`config.mk`:
```
export PLATFORM = sky130hd
export DESIGN_NAME = segments2data
export DESIGN_NICKNAME = d
export VERILOG_FILES = /design/src/rtl/segments2data.sv
export SDC_FILE = /design/constraint.sdc
export NUM_CORES = 1
export LEC_CHECK = 0
export CAP_MARGIN = 5
export CORE_UTILIZATION = 50
export CTS_CLUSTER_DIAMETER = 150
export DETAILED_ROUTE_END_ITERATION = 10
export HOLD_SLACK_MARGIN = 0.02
export PLACE_DENSITY_LB_ADDON = 0.2
export REMOVE_ABC_BUFFERS = 1
export SYNTH_ARGS = -nofsm -noshare
export SYNTH_HDL_FRONTEND = slang
export SYNTH_SLANG_ARGS = --single-unit
```
`constraint.sdc`:
```
create_clock -name Clock -period 2.9 [get_ports Clock]
set_clock_uncertainty 0.1 [all_clocks]
set_input_delay 0.58 -clock Clock [delete_from_list [all_inputs] [get_ports Clock]]
set_output_delay 0.58 -clock Clock [all_outputs]
set_load 0.02 [all_outputs]
```
`src/rtl/segments2data.sv`:
```
// segments2data: snoops a scanned multiplexed 7-segment bus (one-hot digit
// select plus segment map), captures one settled code per digit position and,
// once every position has been seen, converts the decimal text (with optional
// leading minus) back into a binary word.
//
// state   | meaning
// --------+-----------------------------------------------------------------
// COLLECT | capture settled codes until every position has been seen
// CONVERT | walk positions MSB..LSB, accumulate decimal value, flag errors
// RESULT  | range check, pulse Valid, publish Data/Error, clear accumulator
module segments2data #(
  parameter int    Size         = 4,
  parameter string Signed       = "Yes",
  parameter int    SettleCycles = 2,
  // magnitude whose decimal digit count sets the number of positions
  localparam longint unsigned Mag = (Signed == "No") ? (64'd1 << Size)
                                                     : (64'd1 << (Size - 1)),
  localparam int Digits10 = (Mag <= 64'd1)          ? 0 :
                            (Mag <= 64'd10)         ? 1 :
                            (Mag <= 64'd100)        ? 2 :
                            (Mag <= 64'd1000)       ? 3 :
                            (Mag <= 64'd10000)      ? 4 :
                            (Mag <= 64'd100000)     ? 5 :
                            (Mag <= 64'd1000000)    ? 6 :
                            (Mag <= 64'd10000000)   ? 7 :
                            (Mag <= 64'd100000000)  ? 8 :
                            (Mag <= 64'd1000000000) ? 9 : 10,
  localparam int ISize = (Signed == "No") ? Digits10 : Digits10 + 1
) (
  input  logic             Clock,
  input  logic             nReset,
  input  logic [ISize-1:0] Indicators,
  input  logic [7:0]       Segments,
  output logic [Size-1:0]  Data,
  output logic             Valid,
  output logic             Error
);

  // bits needed to hold 10^n - 1
  function automatic int acc_width(input int n);
    longint unsigned p;
    p = 1;
    for (int i = 0; i < n; i++) p = p * 10;
    return $clog2(p);
  endfunction

  localparam bit IS_SIGNED = (Signed != "No");
  localparam int ACC_W     = acc_width(ISize);
  localparam int CMP_W     = (ACC_W > Size + 1) ? ACC_W : Size + 1;
  localparam int IDX_W     = (ISize > 1) ? $clog2(ISize) : 1;
  localparam int CNT_W     = $clog2(SettleCycles + 1);

  localparam logic [CMP_W-1:0] LIM_POS = IS_SIGNED ?
                                         CMP_W'((64'd1 << (Size - 1)) - 64'd1) :
                                         CMP_W'((64'd1 << Size) - 64'd1);
  localparam logic [CMP_W-1:0] LIM_NEG = CMP_W'(64'd1 << (Size - 1));

  typedef enum logic [1:0] {COLLECT, CONVERT, RESULT} state_t;

  state_t                 state;
  logic [ISize-1:0]       ind_q, ind_p;
  logic [6:0]             seg_q, seg_p;
  logic                   dp_unused;
  logic [CNT_W-1:0]       cnt, cnt_next;
  logic                   stable, capture;
  logic [IDX_W-1:0]       sel_idx, conv_idx;
  logic [ISize-1:0]       captured;
  logic [ISize-1:0][6:0]  codes;
  logic [ACC_W-1:0]       acc;
  logic                   neg, err_flag, started, got_digit;
  logic [6:0]             cur_code;
  logic                   is_blank, is_minus, dig_ok;
  logic [3:0]             dig_val;
  logic [CMP_W-1:0]       acc_ext, acc_neg;
  logic                   range_fail, err_final;

  // decimal point carries no value information
  assign dp_unused = Segments[7];

  // register the bus once and keep the previous sample for stability compare
  always_ff @(posedge Clock or negedge nReset) begin
    if (!nReset) begin
      ind_q <= '0;
      seg_q <= '0;
      ind_p <= '0;
      seg_p <= '0;
    end else begin
      ind_q <= Indicators;
      seg_q <= Segments[6:0];
      ind_p <= ind_q;
      seg_p <= seg_q;
    end
  end

  // settle counting: counts consecutive identical one-hot samples
  always_comb begin
    stable   = $onehot(ind_q) && (ind_q == ind_p) && (seg_q == seg_p);
    cnt_next = '0;
    if (state != CONVERT && stable) begin
      if (cnt == CNT_W'(SettleCycles)) cnt_next = cnt;
      else                             cnt_next = cnt + CNT_W'(1);
    end
    // captures only while collecting; RESULT is left idle to keep pulse spacing
    capture = (state == COLLECT) && $onehot(ind_q) &&
              (cnt_next == CNT_W'(SettleCycles - 1));
  end

  // settle counter register
  always_ff @(posedge Clock or negedge nReset) begin
    if (!nReset) cnt <= '0;
    else         cnt <= cnt_next;
  end

  // one-hot select to position index
  always_comb begin
    sel_idx = '0;
    for (int i = 0; i < ISize; i++) begin
      if (ind_q[i]) sel_idx = IDX_W'(i);
    end
  end

  // classify the code of the position currently being converted
  always_comb begin
    cur_code = codes[conv_idx];
    is_blank = (cur_code == 7'h00);
    is_minus = (cur_code == 7'h40);
    dig_ok   = 1'b1;
    dig_val  = 4'd0;
    case (cur_code)
      7'h3F:   dig_val = 4'd0;
      7'h06:   dig_val = 4'd1;
      7'h5B:   dig_val = 4'd2;
      7'h4F:   dig_val = 4'd3;
      7'h66:   dig_val = 4'd4;
      7'h6D:   dig_val = 4'd5;
      7'h7D:   dig_val = 4'd6;
      7'h07:   dig_val = 4'd7;
      7'h7F:   dig_val = 4'd8;
      7'h6F:   dig_val = 4'd9;
      default: dig_ok  = 1'b0;
    endcase
  end

  // final range check and negation of the accumulated magnitude
  always_comb begin
    acc_ext    = CMP_W'(acc);
    acc_neg    = ~acc_ext + CMP_W'(1);
    range_fail = neg ? (acc_ext > LIM_NEG) : (acc_ext > LIM_POS);
    // an all-blank frame or a bare minus never produced a digit
    err_final  = err_flag || !got_digit || range_fail;
  end

  // frame sequencing: capture, convert, publish
  always_ff @(posedge Clock or negedge nReset) begin
    if (!nReset) begin
      state     <= COLLECT;
      captured  <= '0;
      codes     <= '0;
      conv_idx  <= '0;
      acc       <= '0;
      neg       <= 1'b0;
      err_flag  <= 1'b0;
      started   <= 1'b0;
      got_digit <= 1'b0;
      Data      <= '0;
      Valid     <= 1'b0;
      Error     <= 1'b0;
    end else begin
      Valid <= 1'b0;
      case (state)
        COLLECT: begin
          if (capture) begin
            codes[sel_idx] <= seg_q;
            if ((captured | ind_q) == {ISize{1'b1}}) begin
              captured <= '0;
              conv_idx <= IDX_W'(ISize - 1);
              state    <= CONVERT;
            end else begin
              captured <= captured | ind_q;
            end
          end
        end
        CONVERT: begin
          if (is_blank) begin
            if (started) err_flag <= 1'b1;
          end else if (is_minus) begin
            if (started || !IS_SIGNED) err_flag <= 1'b1;
            else                       neg      <= 1'b1;
            started <= 1'b1;
          end else if (dig_ok) begin
            acc       <= acc * ACC_W'(10) + ACC_W'(dig_val);
            started   <= 1'b1;
            got_digit <= 1'b1;
          end else begin
            err_flag <= 1'b1;
          end
          if (conv_idx == '0) state    <= RESULT;
          else                conv_idx <= conv_idx - IDX_W'(1);
        end
        RESULT: begin
          Valid <= 1'b1;
          Error <= err_final;
          if (!err_final) Data <= neg ? acc_neg[Size-1:0] : acc_ext[Size-1:0];
          acc       <= '0;
          neg       <= 1'b0;
          err_flag  <= 1'b0;
          started   <= 1'b0;
          got_digit <= 1'b0;
          state     <= COLLECT;
        end
        default: state <= COLLECT;
      endcase
    end
  end

endmodule

```
==> results.sh, run 1 <==
export IMPL_fin_cells=393
export IMPL_pin_count=18
export IMPL_fp_dieW_um=81.2
export IMPL_reg2reg_depth=13
export IMPL_required_ns=2.99
export IMPL_cts_made_buffers=5
export IMPL_worstPathArrival_ns=2.92
export IMPL_pwr_density_cell_nw_per_um2=441
export IMPL_timing_critical_path_fanout_max=17
export IMPL_async_flop_share_pct=100
export IMPL_clock_path_buffers=2
export IMPL_fin_ws_ns=0.0653
export IMPL_portBuffers=16
export IMPL_syn_area_sq_um=3140
export IMPL_mostFrequentLayoutCells="dfrtp_1 (56), buf_4 (28), inv_1 (17)"
export IMPL_clock_sinks=56
export IMPL_cts_tree="done"
export IMPL_cts_hold_buf=0
export IMPL_die_h_um=81.2
export IMPL_post_drt_wl_per_cell_um=15.0
export IMPL_final_common_cell="dfrtp_1"
export IMPL_nNetsFinal=345
export IMPL_grtUsageTotal_pct=20.5
export IMPL_yosys_warnings=0
export IMPL_report_final_slew_viol_count=0
export IMPL_hold_viol_final=0
export IMPL_worst_pin_slew_ns=0.513
export IMPL_grt_pass1_vias=2206
export IMPL_grt_pass1_wl_um=10300
export IMPL_crit_path_start="conv_idx$_DFFE_PN0P_"
export IMPL_initial_core_util_pct=52.4
export IMPL_layout_drive_gt1_share_pct=23.6
export IMPL_r2r_end="acc[5]$_DFFE_PN0P_"
export IMPL_synth_cells=272
export IMPL_ys_seq_area_share_pct=44.7
export IMPL_firstDrtPassIters=4
export IMPL_synth_distinct_cells=65
export IMPL_reg2reg_from="conv_idx$_DFFE_PN0P_"
export IMPL_antenna_cells=0
export IMPL_maxCapViolCount=0
export IMPL_p_leak_nw=1.61
export IMPL_outcome="completed"
export IMPL_drt_vias_per_instance=5.57
export IMPL_peakVddDrop_mv=0.298
export IMPL_core_area_sq_um=5990
export IMPL_fin_crit_ns=2.83
export IMPL_row_count=28
export IMPL_insertion_delay_ns=0.31
export IMPL_setup_viol=0
export IMPL_syn_area_per_cell_sq_um=11.5
export IMPL_slew_headroom_pct=65.8
export IMPL_ctsRootBufferMaster="clkbuf_8"
export IMPL_routed_wl_um=5900
export IMPL_dominantRegCellSynth="dfrtp_1"
export IMPL_vias=2190
export IMPL_drcViolationCount=0
export IMPL_preCtsSetupSlack_ns=-0.0605
export IMPL_drt_iter0_drc=62
export IMPL_hold_class="in2async"
export IMPL_dpl_cell_count=383
export IMPL_antenna_found_initial=0
export IMPL_gp_congestion=0.864
export IMPL_grt_max_degree=23
export IMPL_criticalPathCategory="reg2reg"
export IMPL_postRouteAntennaNets=0
export IMPL_cp_end_kind="register"
export IMPL_p_total_mw=1.61
export IMPL_max_freq_ghz=0.353
export IMPL_dieArea_sq_um=6590
export IMPL_finalCritPeriodShare_pct=97.7
export IMPL_rrSetupSlack_ns=0.07
export IMPL_yosys_register_bits=56
export IMPL_grt_setup_unrepaired="true"
export IMPL_critPathLaunchType="register"
export IMPL_clk_pin_slew_ns=0.11
export IMPL_htreeDepth=2
export IMPL_grt_ovfl_total=0
export IMPL_dpl_hpwl_um=4450
export IMPL_synth_edf_count=0
export IMPL_syn_to_final_growth_pct=16.7
[power by group]
group	internal, mW	total [mW]	leakage [nW]	switching [mW]
Clock	0.178	0.445	0.0462	0.268
Sequential	0.827	0.859	0.730	0.0312
Combinational	0.126	0.311	0.836	0.185
[critical path, stage by stage, from the launching register on]
cell and delay, ns:
dfrtp_1 0.43, buf_12 0.16, or3b_1 0.39, a222oi_1 0.34, a41oi_2 0.09, nand2_1 0.11, ha_2 0.18, inv_2 0.04
fa_2 0.33, nor2b_1 0.12, o21ai_1 0.07, xor2_1 0.15, mux2i_1 0.14, o2bb2ai_1 0.07
[per-stage QoR]
step	setup TNS [ns]	hold slack (ns)	util [%]	area, sq um
after detailed placement	-0.0979	0.308	58.9	3530
after global routing	-0.374	0.0853	61.1	3660
after CTS	0	0.0659	60.5	3630
after floorplan	-0.508	0.184	-	3060
after global placement	-0.00000266	0.313	58.9	3530
final	0	0.0630	61.1	3660
[final cells by class]
type | instances | area [sq um]
clock inverter | 2 | 17.5
fill | 493 | 2330
clock buffer | 6 | 72.6
sequential | 56 | 1400
timing repair buffer | 45 | 385
tap | 75 | 93.8
inverter | 19 | 71.3
multi-input combinational | 190 | 1620
[flip-flops by register name (all words and copies together), names as in the netlist]
| name | flops |
|---|---|
| Error | 1 |
| codes | 14 |
| seg_p | 7 |
| seg_q | 7 |
| Valid | 1 |
| err_flag | 1 |
| captured | 2 |
| cnt | 2 |
| got_digit | 1 |
| conv_idx | 1 |
| neg | 1 |
| state | 2 |
| ind_q | 2 |
| Data | 4 |
| acc | 7 |
| started | 1 |
| ind_p | 2 |
[synth_stat cells, drive strengths merged, types with 4 or more instances]
cell	number	area (sq um)
a21oi	8	40.0
a22oi	6	55.1
buf	5	65.1
dfrtp	56	1400
ha	14	175
inv	18	67.6
mux2	16	180
mux2i	12	120
nand2	12	45.0
nand2b	5	31.3
nand3	7	35.0
nand3b	6	45.0
nand4	4	40.0
nor2	11	46.3
o21ai	10	50.1
o2bb2ai	6	52.6
or3b	7	61.3
xnor2	7	61.3
xor2	9	78.8
[cells by family after synthesis]
logic type	synth area share, %
adder cells (fa/ha/maj)	6.86
multiplexers	9.57
flip-flops	44.7
AO/OA/AOI/OAI	14.6
XOR/XNOR	4.47
AND/OR/NAND/NOR	15.2
buffers and inverters	4.63
[layer usage]
| layer | vias up | share of wire, % | GRT usage (%) |
|---|---|---|---|
| met2 | 38 | 49 | 35.8 |
| met5 | - | 0 | 0 |
| met1 | 1051 | 46 | 25.2 |
| met3 | 7 | 2.8 | 4.27 |
| met4 | 0 | 1.2 | 6.25 |
| li1 | 1094 | - | - |
[worst max path at each step]
stage                         end  slack [ns]  depth (start not counted)
2_1_floorplan  acc[6]$_DFFE_PN0P_       -0.25                         12
3_3_place_gp   acc[6]$_DFFE_PN0P_   -0.000003                         13
3_5_place_dp   acc[4]$_DFFE_PN0P_       -0.06                         13
4_1_cts        acc[5]$_DFFE_PN0P_       0.007                         13
5_1_grt        acc[5]$_DFFE_PN0P_       -0.13                         13
6_report       acc[5]$_DFFE_PN0P_        0.07                         13
[repair_timing]
item | CTS | global route
endpoints found under the hold margin | 0 | 0
buffers inserted | 0 | 2
endpoints found under the setup margin | 3 | 4
gates resized for setup | 3 | 7
pin swaps | 1 | 7
Note: power is estimated with default switching activity, not from simulation.
==> run 2, diff against run 1 <==
--- a/config.mk
+++ b/config.mk
@@ -6,10 +6,10 @@
 export NUM_CORES = 1
 export LEC_CHECK = 0
 export CAP_MARGIN = 5
-export CORE_UTILIZATION = 50
+export CORE_UTILIZATION = 45
 export CTS_CLUSTER_DIAMETER = 150
 export DETAILED_ROUTE_END_ITERATION = 10
-export HOLD_SLACK_MARGIN = 0.02
+export HOLD_SLACK_MARGIN = 0.03
 export PLACE_DENSITY_LB_ADDON = 0.2
 export REMOVE_ABC_BUFFERS = 1
 export SYNTH_ARGS = -nofsm -noshare
==> run 2 against run 1 <==
Compared with the run above: routed wire length grew 2.0%; sequential share of layout area down 0.14 points; worst hold slack improved by 0.10 ns; final cell count up 1.3%; first-iteration DRC count up 26%; cell area rose by 0.38%; core utilization shrank 6.7 points; sequential power hardly changed; critical endpoint unchanged.
==> results.sh, run 2 (synthesized netlist as in run 1, its figures left out) <==
export IMPL_nNetsFinal=345
export IMPL_dpl_cell_count=387
export IMPL_cp_end_kind="register"
export IMPL_worst_pin_slew_ns=0.615
export IMPL_dpl_hpwl_um=4560
export IMPL_cts_hold_buf=0
export IMPL_final_common_cell="dfrtp_1"
export IMPL_grt_pass1_vias=2212
export IMPL_drt_vias_per_instance=5.57
export IMPL_utilization_pct=54.4
export IMPL_routed_wl_um=6020
export IMPL_postRouteAntennaNets=0
export IMPL_slew_headroom_pct=59.0
export IMPL_drcViolationCount=0
export IMPL_grt_max_degree=28
export IMPL_pin_count=18
export IMPL_cts_made_buffers=5
export IMPL_htreeDepth=2
export IMPL_fin_ws_ns=0.0527
export IMPL_layout_drive_gt1_share_pct=24.5
export IMPL_peakVddDrop_mv=0.255
export IMPL_insertion_delay_ns=0.31
export IMPL_firstDrtPassIters=4
export IMPL_crit_chain="buf_12, or3b_4, a222oi_1, a41oi_2, nand2_1, ha_2, inv_2, fa_2, nor2b_2, o21ai_2, xor2_1, mux2i_1, o2bb2ai_1"
export IMPL_largest_register="codes"
export IMPL_clk_pin_slew_ns=0.10
export IMPL_nFillCells=606
export IMPL_initial_core_util_pct=46.4
export IMPL_antenna_found_initial=0
export IMPL_grt_pass1_wl_um=10400
export IMPL_core_area_sq_um=6760
export IMPL_criticalPathCategory="reg2reg"
export IMPL_cts_tree="done"
export IMPL_placement_cell_area_sq_um=3530
export IMPL_r2r_end="acc[5]$_DFFE_PN0P_"
export IMPL_finalCritPeriodShare_pct=98.2
export IMPL_mostFrequentLayoutCells="dfrtp_1 (56), buf_4 (28), inv_1 (17)"
export IMPL_pwr_density_cell_nw_per_um2=444
export IMPL_hold_class="in2async"
export IMPL_worstPathArrival_ns=2.95
export IMPL_ctsRootBufferMaster="clkbuf_8"
export IMPL_max_freq_ghz=0.351
export IMPL_row_count=30
export IMPL_reg2reg_from="conv_idx$_DFFE_PN0P_"
export IMPL_grt_setup_unrepaired="true"
export IMPL_critPathLaunchType="register"
export IMPL_crit_path_max_incr_delay_ns=0.41
export IMPL_syn_to_final_growth_pct=17.1
export IMPL_grt_ovfl_total=0
export IMPL_grtUsageTotal_pct=18.2
export IMPL_dieArea_sq_um=7310
export IMPL_clock_sinks=56
export IMPL_largest_reg_flops=14
export IMPL_outcome="completed"
export IMPL_setup_viol=0
export IMPL_report_final_slew_viol_count=0
export IMPL_fp_dieW_um=85.5
export IMPL_vias=2218
export IMPL_p_total_mw=1.63
export IMPL_fin_cells=398
export IMPL_p_leak_nw=1.62
export IMPL_crit_slowest_cell="dfrtp_1"
export IMPL_portBuffers=16
export IMPL_preCtsSetupSlack_ns=-0.00616
export IMPL_reg2reg_depth=13
export IMPL_die_h_um=85.5
export IMPL_post_drt_wl_per_cell_um=15.1
export IMPL_fin_crit_ns=2.85
export IMPL_clock_path_buffers=2
export IMPL_hold_viol_final=0
export IMPL_maxCapViolCount=0
export IMPL_timing_critical_path_fanout_max=21
export IMPL_required_ns=3.01
export IMPL_antenna_cells=0
export IMPL_gp_congestion=0.812
export IMPL_fin_area_sq_um=3670
export IMPL_drt_iter0_drc=78
export IMPL_rrSetupSlack_ns=0.05
-- run 2: what timing repair did --
action / CTS / global route
pin swaps: 1 / 8
setup endpoints to repair: 3 / 4
resized for setup: 1 / 10
setup buffers: 0 / 3
cloned: 0 / 0
-- run 2: worst max-delay path by stage --
stage                               to  cells after the start            startpoint
CTS                 acc[4]$_DFFE_PN0P_                     13  conv_idx$_DFFE_PN0P_
detailed placement  acc[5]$_DFFE_PN0P_                     13  conv_idx$_DFFE_PN0P_
floorplan           acc[6]$_DFFE_PN0P_                     12  conv_idx$_DFFE_PN0P_
finish              acc[5]$_DFFE_PN0P_                     13  conv_idx$_DFFE_PN0P_
global placement    acc[5]$_DFFE_PN0P_                     13  conv_idx$_DFFE_PN0P_
global route        acc[5]$_DFFE_PN0P_                     13  conv_idx$_DFFE_PN0P_
-- run 2: where the power goes --
group	switching [mW]	internal (mW)
logic	0.190	0.132
clock network	0.273	0.178
registers	0.0313	0.827
total	0.495	1.14
-- run 2: metrics by stage --
step           setup TNS, ns  hold WS [ns]
2_1_floorplan         -0.508         0.184
3_3_place_gp               0         0.305
3_5_place_dp        -0.00616         0.310
4_1_cts                    0         0.194
5_1_grt              -0.0453         0.207
6_report                   0         0.164
-- run 2: critical path: cells and delay by family, from the launching register on --
kind | cells | cell delay, ns
AO/OA/AOI/OAI | 4 | 0.59
XOR/XNOR | 1 | 0.14
adder cells (fa/ha/maj) | 2 | 0.53
buffers and inverters | 2 | 0.19
flip-flops | 1 | 0.41
multiplexers | 1 | 0.14
AND/OR/NAND/NOR | 3 | 0.64
-- run 2: layer usage --
metal | up-vias | routed length (um) | global-route usage, %
li1 | 1087 | - | -
met1 | 1084 | 2700 | 22.6
met2 | 39 | 3020 | 32.1
met3 | 8 | 198 | 2.98
met4 | 0 | 97 | 6.06
met5 | - | 0 | 0
-- run 2: area by class of cell --
type / count / area (sq um) / share of cell area (%)
Sequential cell: 56 / 1400 / 38.1
Clock inverter: 3 / 25.0 / 0.681
Multi-Input combinational cell: 190 / 1620 / 44.1
Inverter: 19 / 71.3 / 1.94
Tap cell: 80 / 100 / 2.72
Clock buffer: 5 / 68.8 / 1.87
Timing Repair Buffer: 45 / 385 / 10.5
==> run 3, diff against run 2 <==
==> constraint.sdc (replaced) <==
create_clock -name Clock -period 2.73 [get_ports Clock]
set_clock_uncertainty 0.1 [all_clocks]
set_input_delay 0.546 -clock Clock [delete_from_list [all_inputs] [get_ports Clock]]
set_output_delay 0.546 -clock Clock [all_outputs]
set_load 0.02 [all_outputs]
==> run 3 against run 2 <==
Compared with the run above: critical endpoint unchanged; sequential share of layout area fell by 2.3 points; via count rose by 2.5%; combinational power rose by 8.7%; sequential power rose by 6.1%; the flow now finishes with violations (negative setup slack); non-clock buffer count rose by 18; clock power rose by 6.4%; core utilization rose by 3.6 points; total power rose by 6.7%; critical path depth did not move; critical path type unchanged; sequential cell count did not move.
==> results.sh, run 3 (synthesized netlist as in run 1, its figures left out) <==
export IMPL_mostFrequentLayoutCells="dfrtp_1 (55), buf_4 (40), inv_1 (16)"
export IMPL_fp_dieW_um=85.5
export IMPL_postRouteAntennaNets=0
export IMPL_largest_register="codes"
export IMPL_violations="negative setup slack"
export IMPL_hold_viol_final=0
export IMPL_fin_crit_ns=2.93
export IMPL_final_common_cell="dfrtp_1"
export IMPL_required_ns=2.84
export IMPL_report_final_slew_viol_count=0
export IMPL_firstDrtPassIters=4
export IMPL_clkPwrFrac_pct=27.6
export IMPL_pwr_density_cell_nw_per_um2=445
export IMPL_rrSetupSlack_ns=-0.20
export IMPL_cts_hold_buf=0
export IMPL_timing_critical_path_fanout_max=6
export IMPL_syn_to_final_growth_pct=24.9
export IMPL_post_drt_wl_per_cell_um=15.1
export IMPL_drt_iter0_drc=42
export IMPL_routed_wl_um=6300
export IMPL_fin_ws_ns=-0.203
export IMPL_endpoint="acc[5]$_DFFE_PN0P_"
export IMPL_cts_made_buffers=5
export IMPL_peakVddDrop_mv=0.331
export IMPL_nFillCells=554
export IMPL_dpl_cell_count=399
export IMPL_die_h_um=85.5
export IMPL_r2r_end="acc[5]$_DFFE_PN0P_"
export IMPL_worst_pin_slew_ns=0.575
export IMPL_drt_vias_per_instance=5.47
export IMPL_crit_path_start="conv_idx$_DFFE_PN0P_"
export IMPL_p_leak_nw=1.74
export IMPL_nNetsFinal=363
export IMPL_path_buf_inv=2
export IMPL_placement_cell_area_sq_um=3630
export IMPL_setup_tns_ns=-0.386
export IMPL_maxCapViolCount=0
export IMPL_p_comb_share_pct=20.1
export IMPL_cp_depth=13
export IMPL_clk_pin_slew_ns=0.11
export IMPL_max_freq_ghz=0.341
export IMPL_pin_count=18
export IMPL_drcViolationCount=0
export IMPL_cts_tree="done"
export IMPL_reg2reg_from="conv_idx$_DFFE_PN0P_"
export IMPL_initial_core_util_pct=46.4
export IMPL_hold_class="in2async"
export IMPL_fin_cells=416
export IMPL_critPathLaunchType="register"
export IMPL_criticalPathCategory="reg2reg"
export IMPL_dieArea_sq_um=7310
export IMPL_largest_reg_flops=14
export IMPL_core_area_sq_um=6760
export IMPL_insertion_delay_ns=0.31
export IMPL_outcome="finished, violations left"
export IMPL_grt_ovfl_total=0
export IMPL_p_sw_mw=0.529
export IMPL_worstPathArrival_ns=3.05
export IMPL_clock_sinks=56
export IMPL_power_frac_seq_pct=52.3
export IMPL_portBuffers=16
export IMPL_layout_drive_gt1_share_pct=31.3
export IMPL_vias=2274
export IMPL_dpl_hpwl_um=4490
export IMPL_gp_congestion=0.841
export IMPL_fin_area_sq_um=3920
export IMPL_internal_power_mw=1.21
export IMPL_p_sw_share_pct=30.4
export IMPL_slew_headroom_pct=61.7
export IMPL_antenna_found_initial=0
export IMPL_finalCritPeriodShare_pct=107
export IMPL_clock_path_buffers=2
export IMPL_ctsRootBufferMaster="clkbuf_8"
export IMPL_grt_pass1_vias=2275
export IMPL_grt_setup_unrepaired="true"
export IMPL_grt_max_degree=34
export IMPL_preCtsSetupSlack_ns=-0.179
export IMPL_crit_chain="buf_12, or3b_1, a222oi_1, a41oi_2, nand2_1, ha_2, inv_2, fa_2, nor2b_4, o21ai_2, xor2_1, mux2i_1, o2bb2ai_1"
export IMPL_cp_end_kind="register"
export IMPL_cpLargestDelayFamily="compound AO/OA/AOI/OAI gates"
export IMPL_p_total_mw=1.74
export IMPL_grtUsageTotal_pct=18.6
export IMPL_crit_slowest_cell="dfrtp_2"
export IMPL_antenna_cells=0
export IMPL_setup_viol=4
export IMPL_grt_pass1_wl_um=10600
export IMPL_reg2reg_depth=13
export IMPL_htreeDepth=2
export IMPL_crit_path_max_incr_delay_ns=0.46
export IMPL_row_count=30
==> run 3: cell count changes in the layout (fill, tap and decap cells not counted), moves of 2 or more <==
| cell | previous run | this run |
|---|---|---|
| buf_4 | 28 | 40 |
| buf_6 | 0 | 3 |
| nand2_1 | 12 | 10 |
| nand2_2 | 0 | 2 |
==> run 3: through the flow <==
step	util (%)	hold WS, ns
after floorplan	-	0.150
after global placement	53.7	0.308
after detailed placement	53.7	0.308
after CTS	57.3	0.128
after global routing	58.0	0.159
final	58.0	0.112
==> run 3: layout make-up <==
class	count	area (sq um)	share of cell area (%)
flip-flops and latches	56	1400	35.8
well taps	80	100	2.56
multi-input cells	190	1660	42.3
clock buffers	5	68.8	1.76
clock inverters	3	27.5	0.703
repair buffers	63	589	15.0
inverters	19	71.3	1.82
==> run 3: worst reg2reg max path, cell delays in order, from the launching register on <==
cell and delay, ns:
dfrtp_2 0.46, buf_12 0.14, or3b_1 0.37, a222oi_1 0.36, a41oi_2 0.10, nand2_1 0.11
ha_2 0.19, inv_2 0.04, fa_2 0.37, nor2b_4 0.14, o21ai_2 0.07, xor2_1 0.15
mux2i_1 0.15, o2bb2ai_1 0.09
==> run 3: power groups by stage <==
stage | registers [mW] | clock network [mW] | logic [mW]
4_1_cts | 0.913 | 0.502 | 0.355
3_3_place_gp | 0.928 | 0 | 0.342
2_1_floorplan | 0.932 | 0 | 0.203
3_5_place_dp | 0.930 | 0 | 0.350
5_1_grt | 0.919 | 0.528 | 0.396
6_report | 0.911 | 0.481 | 0.350
==> run 3: worst min-delay path by stage <==
stage | from | end | slack (ns) | cells past startpoint
2_1_floorplan | nReset | Data[0]$_DFFE_PN0P_ | 0.15 | 0
3_3_place_gp | ind_q[0]$_DFF_PN0_ | ind_p[0]$_DFF_PN0_ | 0.31 | 0
3_5_place_dp | ind_q[0]$_DFF_PN0_ | ind_p[0]$_DFF_PN0_ | 0.31 | 0
4_1_cts | nReset | Data[0]$_DFFE_PN0P_ | 0.13 | 1
5_1_grt | nReset | Data[2]$_DFFE_PN0P_ | 0.16 | 1
6_report | nReset | acc[3]$_DFFE_PN0P_ | 0.11 | 1
==> run 3: metal layers <==
layer	up-vias	track usage, %	part of all wire, %
met5	-	0	0
met4	0	5.91	0.90
met3	6	2.69	2.6
met2	37	34.0	51
met1	1114	22.6	45
li1	1117	-	-
==> run 3: what timing repair did <==
action,4_1_cts,5_1_grt
buffers inserted,6,4
endpoints found under the hold margin,0,0
gates cloned,2,0
pin swaps,11,11
endpoints found under the setup margin,4,10
gates resized for setup,17,9
==> edit, RTL diff (settings of run 2) <==
`Size`: 4 -> 2.
--- a/src/rtl/segments2data.sv
+++ b/src/rtl/segments2data.sv
@@ -9,7 +9,7 @@
 // CONVERT | walk positions MSB..LSB, accumulate decimal value, flag errors
 // RESULT  | range check, pulse Valid, publish Data/Error, clear accumulator
 module segments2data #(
-  parameter int    Size         = 4,
+  parameter int    Size         = 2,
   parameter string Signed       = "Yes",
   parameter int    SettleCycles = 2,
   // magnitude whose decimal digit count sets the number of positions
Interface: changed (resized Data); port bits go from 18 to 16. No check against the original RTL was run, so the function may have changed too.
==> edit against run 2 <==
  * Final area down 7.1%
  * Highest routed layer unchanged
  * Setup slack better by 0.10 ns
  * Sequential cell count down 2
  * Largest power group unchanged
  * Die area down 7.8%
  * Worst hold slack better by 0.13 ns
  * Final cell count down 4.3%
  * Synthesized area down 7.9%
  * Wire length down 7.3%
  * Fmax up 3.6%
  * Total power down 0.27%
==> edit: results (changes against run 2) <==
Outcome = complete, no violations
Gr usage total = 18.4% (+0.27 points)
Synth cell types = 51 (-22%)
Drt drc = 0 (unchanged)
Initial antenna violation count = 0 (unchanged)
Critical Path AT = 2.88 ns (-0.07 ns)
Nets@finish = 335 (-2.9%)
Port bufs = 14 (-2)
Cells after DPL = 371 (-4.1%)
CP max stage delay = 0.40 ns
Post-synth top cells = 54 x dfrtp_1, 25 x nand2_1, 18 x mux2_2, 15 x ha_1
Initial DRC Count = 90 (+15%)
# diodes = 0 (unchanged)
Clock Path Buffers = 2 (unchanged)
Total wire length = 5.58 mm (-7.3%)
First drt pass iteration count = 4 (unchanged)
Reg with most FFs = codes
Leak Pwr = 1.52 nW (-6.3%)
First-pass GRT wire length = 9.29 mm (-11%)
Clk pin slew, worst setup/hold paths = 0.09 ns
Final setup TNS = 0 ns (unchanged)
Mapped Cells = 264 (-2.9%)
Slowest CP cell = or3b_1
Synth area leader = dfrtp_1
Vias in the first global route = 1957 (-12%)
Pre-CTS WS = -0.0487 ns (-0.0426 ns)
Top post-synthesis cells by area = dfrtp_1 47%, mux2_2 7.0%, ha_1 6.5%, xnor2_1 3.9%, nand2_1 3.2%
Fill cells = 538 (-11%)
Worst-Skew Late Latency = 0.30 ns
Layout cells sized above 1 = 21.2% (-3.3 points)
Largest net degree at the start of global routing = 55 (+96%)
Worst Path Max Fanout = 6 (-71%)
Final Non-Filler Cells = 381 (-4.3%)
Sequential area share after synthesis = 46.8% (+2.1 points)
Max reg flops = 14 (unchanged)
Hold Crit Class = input pin to async pin
Htree depth = 2 (unchanged)
Crit start category = register
Routed vias = 2112 (-4.8%)
Delay-heaviest family, CP = compound AO/OA/AOI/OAI gates
Worst vdd ir = 361 µV (+42%)
Max Cap Viol = 0 (unchanged)
Synth warn = 0 (unchanged)
Hpwl dp = 4.03 mm (-12%)
Root Buffer = clkbuf_8
Final estimated routing congestion in global placement = 0.849 (+4.5%)
Total CTS buffers = 5 (unchanged)
RR Startpoint = conv_idx$_DFFE_PN0P_
Worst rel slew slack = 47.2% (-12 points)
Synth async-reset ratio = 100% (unchanged)
Post-DP Area = 0.00325 mm² (-7.7%)
edit: timing repair:
item | CTS | global route
buffers inserted | 0 | 3
setup endpoints to repair | 2 | 3
pin swaps | 0 | 5
gates resized for setup | 1 | 9
edit: power by group:
group	switching [W]	internal, W	leakage, nW
combinational	0.000214	0.000161	0.783
clock	0.000236	0.000165	0.0362
sequential	0.0000470	0.000804	0.699
edit: worst reg2reg max path, stage by stage, from the launching register on:
cell	delay (ns)
dfrtp_2	0.39
buf_2	0.18
or3b_1	0.40
a22oi_2	0.22
a22oi_1	0.14
nand2_1	0.11
ha_1	0.23
a21o_1	0.17
a21oi_2	0.17
nor3b_2	0.07
xnor2_1	0.13
o31a_1	0.23
o2bb2ai_1	0.12
edit: cell families after synthesis:
family | count (synthesis) | synth area share (%)
AND/OR/NAND/NOR | 86 | 16.6
flip-flops | 54 | 46.8
AO/OA/AOI/OAI | 52 | 13.1
multiplexers | 21 | 8.06
buffers and inverters | 20 | 3.34
adder cells (fa/ha/maj) | 17 | 7.89
XOR/XNOR | 14 | 4.25
edit: final cells by class:
type | instances | area share (%)
Clock inverter | 2 | 0.440
Timing Repair Buffer | 41 | 10.2
Inverter | 14 | 1.54
Clock buffer | 5 | 2.02
Sequential cell | 54 | 39.6
Tap cell | 75 | 2.75
Multi-Input combinational cell | 190 | 43.4
edit: metrics by stage:
stage / util (%) / power (W)
2_1_floorplan: - / 0.00110
3_3_place_gp: 53.7 / 0.00123
3_5_place_dp: 53.7 / 0.00124
4_1_cts: 55.1 / 0.00165
5_1_grt: 56.3 / 0.00173
6_report: 56.3 / 0.00163
edit: path summary, 6_finish.rpt:
check / slack, ns / endpoint / cells after the start
max: 0.15 / acc[6]$_DFFE_PN0P_ / 12
min: 0.29 / state[1]$_DFFE_PN0P_ / 2
max reg2reg: 0.15 / acc[6]$_DFFE_PN0P_ / 12
min reg2reg: 0.35 / seg_p[1]$_DFF_PN0_ / 0
max in group asynchronous: 1.94 / conv_idx$_DFFE_PN0P_ / 2
min in group Clock: 0.35 / seg_p[1]$_DFF_PN0_ / 0
edit: layer usage:
layer  part of all wire (%)  global-route usage [%]
met5                      0                       0
met4                   0.72                    5.26
met3                    2.2                    3.30
met2                     51                    31.9
met1                     46                    23.5
